## config.mk

```make
export PLATFORM = sky130hd
export DESIGN_NAME = instruction_fetch_unit
export DESIGN_NICKNAME = d
export VERILOG_FILES = /design/src/rtl/instruction_fetch_unit.sv
export SDC_FILE = /design/constraint.sdc
export NUM_CORES = 1
export LEC_CHECK = 0
export CORE_MARGIN = 5
export CORE_UTILIZATION = 35
export DETAILED_ROUTE_END_ITERATION = 16
export PLACE_DENSITY = 0.7
export SYNTH_ARGS = -nofsm -noshare
export SYNTH_HDL_FRONTEND = slang
export SYNTH_SLANG_ARGS = --single-unit
export TNS_END_PERCENT = 30
```

## constraint.sdc

```tcl
create_clock -name clk -period 23.8 [get_ports clk]
set_input_delay 7.14 -clock clk [delete_from_list [all_inputs] [get_ports clk]]
set_output_delay 7.14 -clock clk [all_outputs]
set_load 0.02 [all_outputs]
```

## src/rtl/instruction_fetch_unit.sv

```systemverilog
// rtl/instruction_fetch_unit.sv - PC/fetch stage with prefetch FIFO feeding decode
module instruction_fetch_unit #(
  parameter int                 ADDR_W     = 64,
  parameter int                 INSTR_W    = 64,
  parameter logic [ADDR_W-1:0]  RESET_PC   = '0,
  parameter int                 PC_STEP    = 8,
  parameter int                 FIFO_DEPTH = 2,
  parameter logic [INSTR_W-1:0] HALT_INSTR = INSTR_W'(64'h95)
) (
  input  logic               clk,
  input  logic               reset,
  input  logic               start,
  output logic [ADDR_W-1:0]  imem_addr,
  input  logic [INSTR_W-1:0] imem_rdata,
  input  logic               redirect,
  input  logic [ADDR_W-1:0]  redirect_pc,
  output logic               dec_valid,
  output logic [INSTR_W-1:0] dec_instr,
  output logic [ADDR_W-1:0]  dec_pc,
  input  logic               dec_ready,
  output logic               busy,
  output logic               halted
);

  localparam int PTR_W = (FIFO_DEPTH > 1) ? $clog2(FIFO_DEPTH) : 1;
  localparam int CNT_W = PTR_W + 1;

  typedef enum logic [1:0] {S_IDLE, S_FETCH, S_DRAIN, S_HALTED} state_t;

  state_t               state_q;
  logic [ADDR_W-1:0]    pc_q;
  logic [INSTR_W-1:0]   fifo_instr_q [FIFO_DEPTH];
  logic [ADDR_W-1:0]    fifo_pc_q    [FIFO_DEPTH];
  logic [PTR_W-1:0]     rd_ptr_q, wr_ptr_q;
  logic [CNT_W-1:0]     count_q;

  logic pop, full, can_push, end_word, fetch_ok, push, redirect_act;

  always_comb begin
    full         = (count_q == CNT_W'(FIFO_DEPTH));
    pop          = dec_valid && dec_ready;
    can_push     = !full || pop;
    end_word     = (imem_rdata == HALT_INSTR) || (imem_rdata == '0);
    redirect_act = redirect && (state_q == S_FETCH || state_q == S_DRAIN);
    fetch_ok     = (state_q == S_FETCH) && can_push && !redirect_act;
    push         = fetch_ok && !end_word;
  end

  always_ff @(posedge clk or posedge reset) begin
    if (reset) begin
      state_q  <= S_IDLE;
      pc_q     <= RESET_PC;
      rd_ptr_q <= '0;
      wr_ptr_q <= '0;
      count_q  <= '0;
      for (int i = 0; i < FIFO_DEPTH; i++) begin
        fifo_instr_q[i] <= '0;
        fifo_pc_q[i]    <= '0;
      end
    end else if (redirect_act) begin
      // Flush wins over any same-cycle push, pop or end-of-program detection.
      state_q  <= S_FETCH;
      pc_q     <= {redirect_pc[ADDR_W-1:3], 3'b000};
      rd_ptr_q <= '0;
      wr_ptr_q <= '0;
      count_q  <= '0;
    end else begin
      if (push) begin
        fifo_instr_q[wr_ptr_q] <= imem_rdata;
        fifo_pc_q[wr_ptr_q]    <= pc_q;
        wr_ptr_q               <= wr_ptr_q + PTR_W'(1);
        pc_q                   <= pc_q + ADDR_W'(PC_STEP);
      end
      if (pop) begin
        rd_ptr_q <= rd_ptr_q + PTR_W'(1);
      end
      case ({push, pop})
        2'b10:   count_q <= count_q + CNT_W'(1);
        2'b01:   count_q <= count_q - CNT_W'(1);
        default: count_q <= count_q;
      endcase

      case (state_q)
        S_IDLE: begin
          if (start) state_q <= S_FETCH;
        end
        S_FETCH: begin
          if (fetch_ok && end_word) state_q <= S_DRAIN;
        end
        S_DRAIN: begin
          if (count_q == '0) state_q <= S_HALTED;
        end
        S_HALTED: begin
          if (start) begin
            pc_q    <= RESET_PC;
            state_q <= S_FETCH;
          end
        end
        default: state_q <= S_IDLE;
      endcase
    end
  end

  assign imem_addr = pc_q;
  assign dec_valid = (count_q != '0);
  assign dec_instr = dec_valid ? fifo_instr_q[rd_ptr_q] : '0;
  assign dec_pc    = dec_valid ? fifo_pc_q[rd_ptr_q] : '0;
  assign busy      = (state_q == S_FETCH) || (state_q == S_DRAIN);
  assign halted    = (state_q == S_HALTED);

endmodule

```

==> results.py <==
metrics = {
    "yosys": {
        "yosys.area_share.adder_pct": 0.316,
        "ys_seq_area_share_pct": 50.1,
        "synthCells": 1375,
        "synthDistinctLibCells": 58,
        "synth_edf_count": 0,
        "synth-xor-area-share_pct": 1.83,
        "synth_top_family_by_area": "multiplexers",
        "synth_warnings": 0,
        "avgSynthCellArea_um2": 11.5,
        "synthesis.area_mm2": 0.0158,
        "synth_mux_area_share_pct": 25.9,
        "synth-async-reset-ratio_pct": 100,
        "synth-simple-area-share_pct": 11.5,
        "synth_compound_area_share_pct": 6.91,
        "ys_seq_elements": 317,
        "ys.flop_type": "dfrtp_1",
    },
    "sta": {
        "skew_ns": 0.0128,
        "min_period_ns": 10.85,
        "slew_headroom_pct": 33.3,
        "tns_ns": 0,
        "setup_viol_count_final": 0,
        "rsz0062_at_grt": "false",
        "report.final.slew_viol_count": 0,
        "fin_crit_sh_pct": 45.6,
        "tightest_slew_ns": 1.00,
        "hold_viol_final": 0,
        "fmax_ghz": 0.0921,
    },
    "routing": {
        "vias": 12100,
        "dr.pass1.iters": 5,
        "final_antenna_net_count": 0,
        "dr.first_iter.drc_count": 928,
        "drc": 0,
        "wl_um": 46000,
        "wl_per_cell_um": 20.1,
        "vias_per_cell": 5.30,
    },
    "power": {
        "power_frac_comb_pct": 47.6,
        "p_per_area_mw_per_mm2": 149,
        "p_leak_uw": 0.00817,
        "p_int_uw": 1890,
        "p_clk_share_pct": 19.2,
        "power.switching_uw": 1210,
        "seqPwrFrac_pct": 33.2,
        "power.total_uw": 3100,
        "sw_frac_of_total_pct": 39.1,
        "ir_drop_v": 0.0000933,
    },
    "clock_network": {
        "hold_buffers": 0,
        "postCtsSetupRepairBufs": 0,
        "cts_tree": "yes",
        "clkLatencyLatePin_ns": 0.54,
        "cts_max_level": 2,
        "cts_root_buf": "clkbuf_16",
        "cts_sinks": 317,
        "clockBufferDepth": 3,
        "clkTransAtPathRegs_ns": 0.05,
        "cts_made_buffers": 38,
        "cts_resized": 0,
    },
    "critical_path": {
        "timing.rr.start": "state_q[0]$_DFFE_PP0P_",
        "cp.required_ns": 24.21,
        "worstSetupPathType": "input port to flop",
        "crit_path_start": "imem_rdata[59]",
        "worst_setup_path_end_kind": "flop",
        "path_max_fanout": 66,
        "critPathLaunchType": "input port",
        "reg2reg_slack_ns": 19.57,
        "cp.arrival_ns": 11.26,
    },
    "layout": {
        "nets": 1792,
        "syn2layout_area_growth_pct": 31.3,
        "drive_gt1_share_pct": 15.7,
    },
    "floorplanning": {
        "coreArea_mm2": 0.0451,
        "rows": 78,
        "fp.dieH_um": 223,
        "start_util_pct": 35.1,
        "die_w_um": 223,
        "die-area_mm2": 0.0496,
        "ioPinCount": 328,
    },
    "global_route": {
        "antenna_found_initial": 4,
        "grt_pass1_vias": 12700,
        "grt_overflow": 0,
        "track_usage_pct": 18.0,
        "grt_max_degree": 124,
        "grt_pass1_wl_um": 72400,
    },
    "place": {
        "dp_hpwl_um": 31000,
        "globalplace.congestion": 0.828,
        "port_buffers": 318,
    },
    "flow_run": {
        "maxCapViolCount": 0,
    },
    "hold_path": {
        "hp-class": "flop to flop",
        "min_from": "fifo_pc_q[78]$_DFFE_PP0P_",
    },
    "status": {
        "status": "finished, final reports clean",
    },
}
[cell families (layout without fill, tap and decap cells)]
group           Yosys count  count (layout)
simple gates            390             390
mux                     378             378
flops                   317             317
compound gates          137             137
buf+inv                 115             419
xor+xnor                 33              33
fa+ha+maj                 4               4
other cells               1               8
[state kept, by name, summed over array words and instances (netlist names)]
name and cells:
state_q 2, fifo_pc_q 122, imem_addr 61, fifo_instr_q 128
wr_ptr_q 1, rd_ptr_q 1, count_q 2
[worst paths after layout]
| check | endpoint | depth (start not counted) |
|---|---|---|
| setup reg to reg | fifo_instr_q[29]$_DFFE_PP0P_ | 9 |
| hold / removal | fifo_pc_q[78]$_DFFE_PP0P_ | 1 |
| hold reg to reg | fifo_pc_q[78]$_DFFE_PP0P_ | 1 |
| max in group asynchronous | fifo_pc_q[21]$_DFFE_PP0P_ | 4 |
| min in group asynchronous | fifo_instr_q[74]$_DFFE_PP0P_ | 2 |
| setup / recovery | fifo_instr_q[10]$_DFFE_PP0P_ | 9 |
[critical path, cell delays in order]
cell	delay, ns
clkdlybuf4s50_1	0.44
nor4_1	0.62
nand4_1	0.35
nor4_4	0.42
buf_4	0.54
a21oi_2	0.13
and2_4	0.47
buf_4	0.53
mux2_1	0.46
[cells in the mapped netlist, types with 5 or more instances]
master / instances / area (µm²)
buf_6: 7 / 78.8
nor3_1: 18 / 90.1
a211oi_1: 10 / 75.1
and2_1: 5 / 31.3
a2111oi_0: 8 / 70.1
clkbuf_1: 38 / 143
a221o_1: 9 / 90.1
xnor2_1: 31 / 272
nand2_1: 92 / 345
mux2_1: 100 / 1130
nor4_1: 26 / 163
o21ai_0: 32 / 160
nor2_1: 162 / 608
nand3_1: 24 / 120
mux2i_1: 128 / 1280
a32o_1: 7 / 70.1
nand2b_1: 5 / 31.3
nor3b_1: 5 / 37.5
mux2_2: 150 / 1690
buf_2: 29 / 145
nand4_1: 22 / 138
inv_1: 13 / 48.8
o21ai_1: 6 / 30.0
a21oi_1: 14 / 70.1
a2111oi_2: 12 / 180
buf_4: 8 / 60.1
a31oi_1: 5 / 31.3
dfrtp_1: 317 / 7930
a211o_1: 12 / 105
buf_1: 19 / 71.3
and3_1: 9 / 56.3
[per-layer routing]
| layer | share of wire (%) | routed length [µm] | GRT usage [%] | up-vias |
|---|---|---|---|---|
| met5 | 0.074 | 34 | 0 | - |
| met4 | 2.2 | 1030 | 5.14 | 4 |
| met3 | 7.3 | 3350 | 5.21 | 64 |
| met2 | 47 | 21400 | 28.9 | 419 |
| met1 | 44 | 20100 | 23.7 | 6145 |
| li1 | - | - | - | 5492 |
[layout by cell type (no fill, tap or decap), drive strengths merged, types with 21 or more instances in the layout]
master,n
mux2,250
mux2i,128
clkbuf,54
dfrtp,317
a2111oi,21
o21ai,38
xnor2,31
nand3,24
nor4,28
nand4,23
nand2,93
nor2,162
clkdlybuf4s50,318
[area by class of cell]
class,count,area [µm²]
antenna,2,5.00
clock buffer,54,1130
clock inverter,15,164
fill,4163,24300
inverter,14,60.1
multi-input combinational,948,7420
sequential,317,7940
tap,600,751
timing repair buffer,336,3320
[power groups by stage]
stage / registers, µW / clock network, µW / logic (µW)
4_1_cts: 1030 / 614 / 1500
6_report: 1030 / 595 / 1480
3_3_place_gp: 1020 / 0 / 1470
3_5_place_dp: 1040 / 0 / 1490
5_1_grt: 1070 / 635 / 1590
2_1_floorplan: 1000 / 0 / 937
[stage by stage]
step / setup WS [ns] / std cells / hold WS (ns) / utilization (%) / instance area, µm²
global route: 12.65 / 2284 / 0.494 / 46.1 / 20800
CTS: 12.76 / 2284 / 0.486 / 46.1 / 20800
finish: 12.95 / 2286 / 0.484 / 46.1 / 20800
detailed placement: 12.18 / 2215 / 0.474 / 43.2 / 19500
global placement: 12.21 / 2215 / 0.466 / 43.2 / 19500
floorplan: 7.89 / 1380 / 0.457 / - / 15900
Power figures use the tool's default switching activity.
